### src/rtl/axi_burst_selftest_master_if.sv
// AXI4 full master-side bus bundle for the burst self-test master.
// Carries the five AXI channels; clock and reset stay outside.
interface axi_burst_selftest_master_if #(
    parameter int unsigned C_M_AXI_ID_WIDTH   = 1,
    parameter int unsigned C_M_AXI_ADDR_WIDTH = 32,
    parameter int unsigned C_M_AXI_DATA_WIDTH = 32
);
    logic [C_M_AXI_ID_WIDTH-1:0]     awid;
    logic [C_M_AXI_ADDR_WIDTH-1:0]   awaddr;
    logic [7:0]                      awlen;
    logic [2:0]                      awsize;
    logic [1:0]                      awburst;
    logic                            awlock;
    logic [3:0]                      awcache;
    logic [2:0]                      awprot;
    logic [3:0]                      awqos;
    logic                            awvalid;
    logic                            awready;

    logic [C_M_AXI_DATA_WIDTH-1:0]   wdata;
    logic [C_M_AXI_DATA_WIDTH/8-1:0] wstrb;
    logic                            wlast;
    logic                            wvalid;
    logic                            wready;

    logic [C_M_AXI_ID_WIDTH-1:0]     bid;
    logic [1:0]                      bresp;
    logic                            bvalid;
    logic                            bready;

    logic [C_M_AXI_ID_WIDTH-1:0]     arid;
    logic [C_M_AXI_ADDR_WIDTH-1:0]   araddr;
    logic [7:0]                      arlen;
    logic [2:0]                      arsize;
    logic [1:0]                      arburst;
    logic                            arlock;
    logic [3:0]                      arcache;
    logic [2:0]                      arprot;
    logic [3:0]                      arqos;
    logic                            arvalid;
    logic                            arready;

    logic [C_M_AXI_ID_WIDTH-1:0]     rid;
    logic [C_M_AXI_DATA_WIDTH-1:0]   rdata;
    logic [1:0]                      rresp;
    logic                            rlast;
    logic                            rvalid;
    logic                            rready;

    modport master (
        output awid, awaddr, awlen, awsize, awburst, awlock, awcache, awprot, awqos, awvalid,
        input  awready,
        output wdata, wstrb, wlast, wvalid,
        input  wready,
        input  bid, bresp, bvalid,
        output bready,
        output arid, araddr, arlen, arsize, arburst, arlock, arcache, arprot, arqos, arvalid,
        input  arready,
        input  rid, rdata, rresp, rlast, rvalid,
        output rready
    );

    modport slave (
        input  awid, awaddr, awlen, awsize, awburst, awlock, awcache, awprot, awqos, awvalid,
        output awready,
        input  wdata, wstrb, wlast, wvalid,
        output wready,
        output bid, bresp, bvalid,
        input  bready,
        input  arid, araddr, arlen, arsize, arburst, arlock, arcache, arprot, arqos, arvalid,
        output arready,
        output rid, rdata, rresp, rlast, rvalid,
        input  rready
    );
endinterface

### src/rtl/axi_burst_selftest_master.sv
// AXI4 memory self-test: one INCR write burst of seed+index data, then a read-back
// burst from the same address with per-beat comparison and sticky error reporting.
module axi_burst_selftest_master #(
    parameter int unsigned                   C_M_AXI_ID_WIDTH     = 1,
    parameter int unsigned                   C_M_AXI_ADDR_WIDTH   = 32,
    parameter int unsigned                   C_M_AXI_DATA_WIDTH   = 32,
    parameter logic [C_M_AXI_ADDR_WIDTH-1:0] C_M_TARGET_BASE_ADDR = '0,
    parameter int unsigned                   C_M_AXI_BURST_LEN    = 8,
    parameter int unsigned                   C_DATA_SEED          = 1
) (
    input  logic                       ACLK,
    input  logic                       ARESET,
    input  logic                       START,
    output logic                       BUSY,
    output logic                       DONE,
    output logic                       ERROR,
    output logic [3:0]                 ERR_COUNT,
    axi_burst_selftest_master_if.master m_axi
);

    localparam int unsigned DW   = C_M_AXI_DATA_WIDTH;
    localparam int unsigned CntW = $clog2(C_M_AXI_BURST_LEN) + 1;

    localparam logic [CntW-1:0] LastIdx = CntW'(C_M_AXI_BURST_LEN - 1);
    localparam logic [7:0]      AxLen   = 8'(C_M_AXI_BURST_LEN - 1);
    localparam logic [2:0]      AxSize  = 3'($clog2(C_M_AXI_DATA_WIDTH / 8));
    localparam logic [1:0]      BurstIncr = 2'b01;
    localparam logic [1:0]      RespOkay  = 2'b00;

    typedef enum logic [2:0] {
        StIdle,
        StWrite,
        StWaitB,
        StRdAddr,
        StRead,
        StDone
    } state_e;

    state_e          state_q, state_d;
    logic [CntW-1:0] w_cnt_q, w_cnt_d;
    logic [CntW-1:0] r_cnt_q, r_cnt_d;
    logic            aw_done_q, aw_done_d;
    logic            w_done_q, w_done_d;
    logic            error_q, error_d;
    logic [3:0]      err_count_q, err_count_d;

    logic            aw_valid, w_valid, w_last;
    logic            aw_hs, w_hs;
    logic            r_is_last;
    logic [DW-1:0]   w_data, exp_rdata;

    // Valids come only from state and done flags, never from the matching ready.
    assign aw_valid  = (state_q == StWrite) && !aw_done_q;
    assign w_valid   = (state_q == StWrite) && !w_done_q;
    assign w_last    = (w_cnt_q == LastIdx);
    assign aw_hs     = aw_valid && m_axi.awready;
    assign w_hs      = w_valid && m_axi.wready;
    assign r_is_last = (r_cnt_q == LastIdx);
    assign w_data    = DW'(C_DATA_SEED) + DW'(w_cnt_q);
    assign exp_rdata = DW'(C_DATA_SEED) + DW'(r_cnt_q);

    always_comb begin
        state_d     = state_q;
        w_cnt_d     = w_cnt_q;
        r_cnt_d     = r_cnt_q;
        aw_done_d   = aw_done_q;
        w_done_d    = w_done_q;
        error_d     = error_q;
        err_count_d = err_count_q;

        unique case (state_q)
            StIdle, StDone: begin
                if (START) begin
                    state_d     = StWrite;
                    w_cnt_d     = '0;
                    r_cnt_d     = '0;
                    aw_done_d   = 1'b0;
                    w_done_d    = 1'b0;
                    error_d     = 1'b0;
                    err_count_d = 4'd0;
                end
            end
            StWrite: begin
                if (aw_hs) begin
                    aw_done_d = 1'b1;
                end
                if (w_hs) begin
                    w_cnt_d = w_cnt_q + CntW'(1);
                    if (w_last) begin
                        w_done_d = 1'b1;
                    end
                end
                // AW and W may finish in either order, or on the same edge.
                if ((aw_done_q || aw_hs) && (w_done_q || (w_hs && w_last))) begin
                    state_d = StWaitB;
                end
            end
            StWaitB: begin
                if (m_axi.bvalid) begin
                    if (m_axi.bresp != RespOkay) begin
                        error_d = 1'b1;
                    end
                    state_d = StRdAddr;
                end
            end
            StRdAddr: begin
                if (m_axi.arready) begin
                    state_d = StRead;
                end
            end
            StRead: begin
                if (m_axi.rvalid) begin
                    r_cnt_d = r_cnt_q + CntW'(1);
                    if (m_axi.rdata != exp_rdata) begin
                        error_d = 1'b1;
                        if (err_count_q != 4'hF) begin
                            err_count_d = err_count_q + 4'd1;
                        end
                    end
                    if (m_axi.rresp != RespOkay) begin
                        error_d = 1'b1;
                    end
                    if (m_axi.rlast != r_is_last) begin
                        error_d = 1'b1;
                    end
                    if (r_is_last || m_axi.rlast) begin
                        state_d = StDone;
                    end
                end
            end
            default: state_d = StIdle;
        endcase
    end

    always_ff @(posedge ACLK) begin
        if (ARESET) begin
            state_q     <= StIdle;
            w_cnt_q     <= '0;
            r_cnt_q     <= '0;
            aw_done_q   <= 1'b0;
            w_done_q    <= 1'b0;
            error_q     <= 1'b0;
            err_count_q <= 4'd0;
        end else begin
            state_q     <= state_d;
            w_cnt_q     <= w_cnt_d;
            r_cnt_q     <= r_cnt_d;
            aw_done_q   <= aw_done_d;
            w_done_q    <= w_done_d;
            error_q     <= error_d;
            err_count_q <= err_count_d;
        end
    end

    assign BUSY      = (state_q != StIdle) && (state_q != StDone);
    assign DONE      = (state_q == StDone);
    assign ERROR     = error_q;
    assign ERR_COUNT = err_count_q;

    assign m_axi.awid    = '0;
    assign m_axi.awaddr  = C_M_TARGET_BASE_ADDR;
    assign m_axi.awlen   = AxLen;
    assign m_axi.awsize  = AxSize;
    assign m_axi.awburst = BurstIncr;
    assign m_axi.awlock  = 1'b0;
    assign m_axi.awcache = 4'd0;
    assign m_axi.awprot  = 3'd0;
    assign m_axi.awqos   = 4'd0;
    assign m_axi.awvalid = aw_valid;

    assign m_axi.wdata  = w_data;
    assign m_axi.wstrb  = '1;
    assign m_axi.wlast  = w_last;
    assign m_axi.wvalid = w_valid;

    assign m_axi.bready = (state_q == StWaitB);

    assign m_axi.arid    = '0;
    assign m_axi.araddr  = C_M_TARGET_BASE_ADDR;
    assign m_axi.arlen   = AxLen;
    assign m_axi.arsize  = AxSize;
    assign m_axi.arburst = BurstIncr;
    assign m_axi.arlock  = 1'b0;
    assign m_axi.arcache = 4'd0;
    assign m_axi.arprot  = 3'd0;
    assign m_axi.arqos   = 4'd0;
    assign m_axi.arvalid = (state_q == StRdAddr);

    assign m_axi.rready = (state_q == StRead);

    // Response IDs carry no information since every request uses ID 0.
    logic unused_ids;
    assign unused_ids = ^{m_axi.bid, m_axi.rid};

endmodule

### src/flat_wrapper.sv
// flat-port wrapper written by rule: the top's interface ports become plain ports
module axi_burst_selftest_master_flat 
#(
    parameter int unsigned                   C_M_AXI_ID_WIDTH     = 1,
    parameter int unsigned                   C_M_AXI_ADDR_WIDTH   = 32,
    parameter int unsigned                   C_M_AXI_DATA_WIDTH   = 32,
    parameter logic [C_M_AXI_ADDR_WIDTH-1:0] C_M_TARGET_BASE_ADDR = '0,
    parameter int unsigned                   C_M_AXI_BURST_LEN    = 8,
    parameter int unsigned                   C_DATA_SEED          = 1
)
  (ACLK, ARESET, START, BUSY, DONE, ERROR, ERR_COUNT, m_axi_awid, m_axi_awaddr, m_axi_awlen, m_axi_awsize, m_axi_awburst, m_axi_awlock, m_axi_awcache, m_axi_awprot, m_axi_awqos, m_axi_awvalid, m_axi_awready, m_axi_wdata, m_axi_wstrb, m_axi_wlast, m_axi_wvalid, m_axi_wready, m_axi_bid, m_axi_bresp, m_axi_bvalid, m_axi_bready, m_axi_arid, m_axi_araddr, m_axi_arlen, m_axi_arsize, m_axi_arburst, m_axi_arlock, m_axi_arcache, m_axi_arprot, m_axi_arqos, m_axi_arvalid, m_axi_arready, m_axi_rid, m_axi_rdata, m_axi_rresp, m_axi_rlast, m_axi_rvalid, m_axi_rready);
  axi_burst_selftest_master_if #(.C_M_AXI_ID_WIDTH(C_M_AXI_ID_WIDTH), .C_M_AXI_ADDR_WIDTH(C_M_AXI_ADDR_WIDTH), .C_M_AXI_DATA_WIDTH(C_M_AXI_DATA_WIDTH)) m_axi_i ();
  input  logic ACLK;
  input  logic ARESET;
  input  logic START;
  output logic BUSY;
  output logic DONE;
  output logic ERROR;
  output logic [3:0] ERR_COUNT;
  output wire logic [$bits(m_axi_i.awid)-1:0] m_axi_awid;
  output wire logic [$bits(m_axi_i.awaddr)-1:0] m_axi_awaddr;
  output wire logic [$bits(m_axi_i.awlen)-1:0] m_axi_awlen;
  output wire logic [$bits(m_axi_i.awsize)-1:0] m_axi_awsize;
  output wire logic [$bits(m_axi_i.awburst)-1:0] m_axi_awburst;
  output wire logic [$bits(m_axi_i.awlock)-1:0] m_axi_awlock;
  output wire logic [$bits(m_axi_i.awcache)-1:0] m_axi_awcache;
  output wire logic [$bits(m_axi_i.awprot)-1:0] m_axi_awprot;
  output wire logic [$bits(m_axi_i.awqos)-1:0] m_axi_awqos;
  output wire logic [$bits(m_axi_i.awvalid)-1:0] m_axi_awvalid;
  input wire logic [$bits(m_axi_i.awready)-1:0] m_axi_awready;
  output wire logic [$bits(m_axi_i.wdata)-1:0] m_axi_wdata;
  output wire logic [$bits(m_axi_i.wstrb)-1:0] m_axi_wstrb;
  output wire logic [$bits(m_axi_i.wlast)-1:0] m_axi_wlast;
  output wire logic [$bits(m_axi_i.wvalid)-1:0] m_axi_wvalid;
  input wire logic [$bits(m_axi_i.wready)-1:0] m_axi_wready;
  input wire logic [$bits(m_axi_i.bid)-1:0] m_axi_bid;
  input wire logic [$bits(m_axi_i.bresp)-1:0] m_axi_bresp;
  input wire logic [$bits(m_axi_i.bvalid)-1:0] m_axi_bvalid;
  output wire logic [$bits(m_axi_i.bready)-1:0] m_axi_bready;
  output wire logic [$bits(m_axi_i.arid)-1:0] m_axi_arid;
  output wire logic [$bits(m_axi_i.araddr)-1:0] m_axi_araddr;
  output wire logic [$bits(m_axi_i.arlen)-1:0] m_axi_arlen;
  output wire logic [$bits(m_axi_i.arsize)-1:0] m_axi_arsize;
  output wire logic [$bits(m_axi_i.arburst)-1:0] m_axi_arburst;
  output wire logic [$bits(m_axi_i.arlock)-1:0] m_axi_arlock;
  output wire logic [$bits(m_axi_i.arcache)-1:0] m_axi_arcache;
  output wire logic [$bits(m_axi_i.arprot)-1:0] m_axi_arprot;
  output wire logic [$bits(m_axi_i.arqos)-1:0] m_axi_arqos;
  output wire logic [$bits(m_axi_i.arvalid)-1:0] m_axi_arvalid;
  input wire logic [$bits(m_axi_i.arready)-1:0] m_axi_arready;
  input wire logic [$bits(m_axi_i.rid)-1:0] m_axi_rid;
  input wire logic [$bits(m_axi_i.rdata)-1:0] m_axi_rdata;
  input wire logic [$bits(m_axi_i.rresp)-1:0] m_axi_rresp;
  input wire logic [$bits(m_axi_i.rlast)-1:0] m_axi_rlast;
  input wire logic [$bits(m_axi_i.rvalid)-1:0] m_axi_rvalid;
  output wire logic [$bits(m_axi_i.rready)-1:0] m_axi_rready;
  assign m_axi_awid = m_axi_i.awid;
  assign m_axi_awaddr = m_axi_i.awaddr;
  assign m_axi_awlen = m_axi_i.awlen;
  assign m_axi_awsize = m_axi_i.awsize;
  assign m_axi_awburst = m_axi_i.awburst;
  assign m_axi_awlock = m_axi_i.awlock;
  assign m_axi_awcache = m_axi_i.awcache;
  assign m_axi_awprot = m_axi_i.awprot;
  assign m_axi_awqos = m_axi_i.awqos;
  assign m_axi_awvalid = m_axi_i.awvalid;
  assign m_axi_i.awready = m_axi_awready;
  assign m_axi_wdata = m_axi_i.wdata;
  assign m_axi_wstrb = m_axi_i.wstrb;
  assign m_axi_wlast = m_axi_i.wlast;
  assign m_axi_wvalid = m_axi_i.wvalid;
  assign m_axi_i.wready = m_axi_wready;
  assign m_axi_i.bid = m_axi_bid;
  assign m_axi_i.bresp = m_axi_bresp;
  assign m_axi_i.bvalid = m_axi_bvalid;
  assign m_axi_bready = m_axi_i.bready;
  assign m_axi_arid = m_axi_i.arid;
  assign m_axi_araddr = m_axi_i.araddr;
  assign m_axi_arlen = m_axi_i.arlen;
  assign m_axi_arsize = m_axi_i.arsize;
  assign m_axi_arburst = m_axi_i.arburst;
  assign m_axi_arlock = m_axi_i.arlock;
  assign m_axi_arcache = m_axi_i.arcache;
  assign m_axi_arprot = m_axi_i.arprot;
  assign m_axi_arqos = m_axi_i.arqos;
  assign m_axi_arvalid = m_axi_i.arvalid;
  assign m_axi_i.arready = m_axi_arready;
  assign m_axi_i.rid = m_axi_rid;
  assign m_axi_i.rdata = m_axi_rdata;
  assign m_axi_i.rresp = m_axi_rresp;
  assign m_axi_i.rlast = m_axi_rlast;
  assign m_axi_i.rvalid = m_axi_rvalid;
  assign m_axi_rready = m_axi_i.rready;
  axi_burst_selftest_master #(.C_M_AXI_ID_WIDTH(C_M_AXI_ID_WIDTH), .C_M_AXI_ADDR_WIDTH(C_M_AXI_ADDR_WIDTH), .C_M_AXI_DATA_WIDTH(C_M_AXI_DATA_WIDTH), .C_M_TARGET_BASE_ADDR(C_M_TARGET_BASE_ADDR), .C_M_AXI_BURST_LEN(C_M_AXI_BURST_LEN), .C_DATA_SEED(C_DATA_SEED)) u_core (.ACLK(ACLK), .ARESET(ARESET), .START(START), .BUSY(BUSY), .DONE(DONE), .ERROR(ERROR), .ERR_COUNT(ERR_COUNT), .m_axi(m_axi_i));
endmodule
### config.mk
export PLATFORM = sky130hd
export DESIGN_NAME = axi_burst_selftest_master_flat
export DESIGN_NICKNAME = d
export VERILOG_FILES = /design/src/rtl/axi_burst_selftest_master_if.sv /design/src/rtl/axi_burst_selftest_master.sv /design/src/flat_wrapper.sv
export SDC_FILE = /design/constraint.sdc
export NUM_CORES = 1
export LEC_CHECK = 0
export BUFFER_PORTS_ARGS = -buffer_cell sky130_fd_sc_hd__buf_2
export CORE_AREA = 2 2 81 83
export CTS_BUF_LIST = sky130_fd_sc_hd__clkbuf_16
export CTS_CLUSTER_SIZE = 40
export DETAILED_ROUTE_END_ITERATION = 8
export DIE_AREA = 0 0 83 85
export PLACE_DENSITY_LB_ADDON = 0.05
export SLEW_MARGIN = 20
export SYNTH_ARGS = -nofsm -noshare
export SYNTH_HDL_FRONTEND = slang
export SYNTH_SLANG_ARGS = --single-unit
export TNS_END_PERCENT = 1
### constraint.sdc
create_clock -name ACLK -period 2.2 [get_ports ACLK]
set_input_delay 0.11 -clock ACLK [delete_from_list [all_inputs] [get_ports ACLK]]
set_output_delay 0.11 -clock ACLK [all_outputs]
set_load 0.05 [all_outputs]
# Word-level counts from Yosys, hierarchy flattened
# Cells that the tools add are included.
# Widths: inputs -> output; s select.
dict set report op_classes {
  mul 0
  n_div 0
  mux 29
  bitwise_logic 0
  reduce_logical 27
  addsub 5
  shifts 0
  eq_ne 24
  n_lt_le_gt_ge 0
}
# op n
set op_table {}
lappend op_table {{$ne 32x32->1} 1}
lappend op_table {{$mux 4} 6}
lappend op_table {{$pmux 4 s2} 3}
lappend op_table {{$mux 3} 6}
lappend op_table {{$ne 2x1->1 const B} 8}
lappend op_table {{$pmux 3 s5} 1}
lappend op_table {{$add 4x1->4 const B} 3}
lappend op_table {{$reduce_and 6->1} 2}
lappend op_table {{$add 1x4->5 const A} 2}
lappend op_table {{$mux 1} 10}
lappend op_table {{$reduce_and 3->1} 3}
lappend op_table {{$eq 4x3->1 const B} 2}
lappend op_table {{$ne 2x2->1 const B} 4}
lappend op_table {{$reduce_bool 2->1} 4}
lappend op_table {{$logic_and 1x1->1} 7}
lappend op_table {{$eq 3x2->1 const B} 2}
lappend op_table {{$eq 3x3->1 const B} 2}
lappend op_table {{$reduce_bool 3->1} 2}
lappend op_table {{$reduce_and 5->1} 1}
lappend op_table {{$ne 4x1->1 const B} 1}
lappend op_table {{$ne 4x4->1 const B} 1}
lappend op_table {{$pmux 1 s2} 2}
lappend op_table {{$reduce_and 4->1} 1}
lappend op_table {{$eq 3x1->1 const B} 1}
lappend op_table {{other kinds (7)} 10}
dict set report word_totals {
  output_inout_bits 165
  mem_bits_ro 0
  latchBits 0
  memories 0
  ramBits 0
  inputBits 47
  ff_bits 18
}

# Logic depth before layout (Yosys ltp)
dict set report logic_depth {
  ltp_word 8
  depth_mapped 8
}

# Worst setup path after synthesis
# Ideal clock, no wire load.
dict set report synth_timing {
  path_type {reg2reg}
  from {register u_core.w_cnt_q[0]}
  to {register u_core.state_q[2]}
  setup_ps 117
  slack_ps -334
  arrival_ps 2416
  path_stages_with_launch 8
  period_less_slack_ps 2534
  path_cell_list {dfxtp_1 ha_1 nand2_1 nor2_1 nand2_1 a2111oi_4 o21ai_1 a32o_1}
}
dict set report synth_between {
  elab_chain_len 6
}
# element line
set synth_rtl {}
lappend synth_rtl {{start, declared} axi_burst_selftest_master.sv:40} ;# logic [CntW-1:0] w_cnt_q, w_cnt_d;
lappend synth_rtl {{start signal, assigned} axi_burst_selftest_master.sv:146} ;# w_cnt_q <= w_cnt_d;
lappend synth_rtl {{$eq 4x3->1} axi_burst_selftest_master.sv:55} ;# assign w_last = (w_cnt_q == LastIdx);
lappend synth_rtl {{via m_axi_wlast} flat_wrapper.sv:33} ;# output wire logic [$bits(m_axi_i.wlast)-1:0] m_axi_wlast;
lappend synth_rtl {{$logic_and 1x1->1} axi_burst_selftest_master.sv:94} ;# if ((aw_done_q || aw_hs) && (w_done_q || (w_hs && w_last))) begin
lappend synth_rtl {{$logic_or 1x1->1} axi_burst_selftest_master.sv:94}
lappend synth_rtl {{$logic_and 1x1->1} axi_burst_selftest_master.sv:94}
lappend synth_rtl {{$ne 2x2->1 (no source line)} --}
lappend synth_rtl {{$reduce_and 6->1 (no source line)} --}
lappend synth_rtl {{end signal, assigned} axi_burst_selftest_master.sv:137} ;# state_q <= StIdle;
lappend synth_rtl {{end signal, assigned} axi_burst_selftest_master.sv:145} ;# state_q <= state_d;
lappend synth_rtl {{end, declared} axi_burst_selftest_master.sv:39} ;# state_e state_q, state_d;
# The timed path passes the listed nets, and every way through them passes these cells.
# A chain may end at the register's enable or synchronous reset.

# Worst setup path after layout
dict set report layout_timing {
  from {register u_core.r_cnt_q[0]}
  to {register u_core.state_q[2]}
}
dict set report layout_between {
  elab_chain_len 4
}
# element line
set layout_rtl {}
lappend layout_rtl {{start, declared} axi_burst_selftest_master.sv:41} ;# logic [CntW-1:0] r_cnt_q, r_cnt_d;
lappend layout_rtl {{start signal, assigned} axi_burst_selftest_master.sv:147} ;# r_cnt_q <= r_cnt_d;
lappend layout_rtl {{$eq 4x3->1} axi_burst_selftest_master.sv:58} ;# assign r_is_last = (r_cnt_q == LastIdx);
lappend layout_rtl {{$logic_or 1x1->1} axi_burst_selftest_master.sv:126} ;# if (r_is_last || m_axi.rlast) begin
lappend layout_rtl {{$ne 2x1->1 (no source line)} --}
lappend layout_rtl {{$reduce_and 6->1 (no source line)} --}
# Every way passes these cells.

==> results.ini <==
[cells_and_area]
final_cell_mix=conb_1 (147), buf_2 (62), dfxtp_1 (18)
antenna_cells=0
final_cells=438
nFillCells=695
area_delta_synth_final_pct=-3.45
final_common_cell=conb_1
fin_nets=414
drive_above_1_share_pct=22.2

[logic_synthesis]
synth-seq-cells=18
ys_top_cells_by_area=buf_4 (48%), dfxtp_1 (15%), a21oi_1 (2.8%)
synth_compound_area_share_pct=10.6
synthDistinctLibCells=44
synth_xor_area_share_pct=2.23
synth_top_cell_by_area=buf_4
synth_top_family_by_area=buffers and inverters
synth_simple_gate_area_share_pct=18.0
postSynthCellCount=300
synth_edf_count=0
yosysWarnings=0
synth_ff_type=dfxtp_1
synthMuxAreaShare_pct=2.12
netlist_area_um2=2360
synth-adder-area-share_pct=2.12
synthArstFlopShare_pct=0
avgSynthCellArea_um2=7.87
synth-seq-area-share_pct=15.3
synth.top_cell.area_share_pct=48.0

[route]
drt-initial-drc-count=23
drc=0
ant_nets=0
routed_wl_um=4220
dr.pass1.iters=4
wl_per_cell_um=9.63
vias=1693
vias_per_cell=3.87

[sta]
maxSlewViolCount=0
setup_violations=0
hold_viol=0
period_share_pct=92.0
clock-skew-final_ns=0.00284
fin_setup_tns_ns=0
max_clock_freq_mhz=494
finalCriticalPeriod_ns=2.02
rsz0062_at_grt=no

[die]
die-height_um=85
fp.coreArea_um2=6200
ios=212
dieArea_um2=7060
num_rows=29
start_util_pct=38.0
die_w_um=83

[placed_design]
io_buffer_count=62
dp_cells=435
post-dp-hpwl_um=3680
gp_congestion=0.765

[power_and_ir_drop]
powerDensity_nw_per_um2=888
power_leakage_nw=1.28
irDropWorstVdd_v=0.000480

[worst_setup_path]
critPathLaunchType=flip-flop
required_ns=2.34
end_kind=flip-flop
cp_top_family=compound AO/OA/AOI/OAI gates
cp_slowest_stage_delay_ns=0.42
crit_fanout=5
crit_chain=ha_1 -> nand3b_1 -> ha_1 -> nand2_1 -> o21ai_1 -> a2111oi_4 -> o21ai_1 -> a32o_1
cp.arrival_ns=2.16
crit_buf_inv=0
path_class=reg -> reg
crit_slowest_cell=dfxtp_1

[global_routing]
grt_pass1_vias=1317
antenna_found_initial=0
grt_pass1_wl_um=6310
grt_overflow=0
track_usage_pct=10.8
grt_max_degree=17

[clock_network]
cts_root_buf=clkbuf_16
cts_resized=0
ctsHtreeMaxLevel=1
cts_setup_buffers=0
cts-buffers-inserted=3
cts_hold_buf=0
tritoncts=yes
clk_latency_ns=0.25
cts.sinks=18
ctsLongestPathBuffers=2
clk_pin_slew_ns=0.05

[min_path]
min_path_type=in -> reg

[outcome]
status=completed

[run]
cap_violations=0

[kinds of logic after synthesis]
family	after synthesis
compound gates	35
xor+xnor	6
fa+ha+maj	4
buf+inv	159
flops	18
mux	5
other cells	2
simple gates	71
[synth_stat cells (4+ instances only)]
| cell | n |
|---|---|
| nor2_1 | 17 |
| dfxtp_1 | 18 |
| nor2b_1 | 4 |
| inv_1 | 7 |
| and3_1 | 4 |
| a21oi_1 | 13 |
| ha_1 | 4 |
| nor4_1 | 6 |
| mux2i_1 | 5 |
| buf_4 | 151 |
| nand2_1 | 14 |
[per-layer routing]
layer  routed length, um  vias up  GRT usage (%)
li1                    -      826              -
met3                 486        2           2.92
met4                  11        0           2.24
met2                2120      119           18.5
met5                   0        -              0
met1                1600      746           13.6
[power by group]
part	internal [mW]	total, mW	switching (mW)	leakage (nW)
combinational	0.229	1.23	1.00	1.10
sequential	0.367	0.433	0.0669	0.146
clock	0.239	0.359	0.120	0.0370
total	0.835	2.02	1.19	1.28
[state kept, by name (all words and copies together) (netlist names)]
| register | flops |
|---|---|
| u_core.ERR_COUNT | 4 |
| u_core.r_cnt_q | 4 |
| u_core.w_cnt_q | 4 |
| u_core.state_q | 3 |
| u_core.ERROR | 1 |
| u_core.aw_done_q | 1 |
| u_core.w_done_q | 1 |
[layout make-up]
cell class              count  area (um2)  area share [%]
flip-flops and latches     18         360            15.8
repair buffers             65         333            14.6
inverters                   7        26.3            1.15
multi-input cells         268        1390            60.9
clock buffers               3        75.1            3.29
well taps                  77        96.3            4.23
[worst min-delay path, cell delays in order]
cell     delay [ns]
buf_2          0.09
a21oi_1        0.05
nor2_1         0.08
[stage by stage]
step	util, %	power [mW]	area [um2]	hold slack (ns)	worst slack (ns)
3_5_place_dp	35.5	1.68	2200	0.385	0.186
2_1_floorplan	-	1.73	2910	0.183	0.132
3_3_place_gp	35.5	1.68	2200	0.375	0.185
6_report	36.7	2.02	2280	0.131	0.175
4_1_cts	36.7	2.04	2280	0.131	0.175
5_1_grt	36.7	2.14	2280	0.170	0.0199
[path summary, 6_finish.rpt]
check                                    endpoint              start  cells past startpoint  slack, ns
worst max-delay path            u_core.state_q[2]  u_core.r_cnt_q[0]                      8       0.18
worst min-delay path             u_core.aw_done_q      m_axi_awready                      3       0.13
worst max register to register  u_core.state_q[2]  u_core.r_cnt_q[0]                      8       0.18
worst min register to register       u_core.ERROR       u_core.ERROR                      2       0.45
Power figures use the tool's default switching activity.
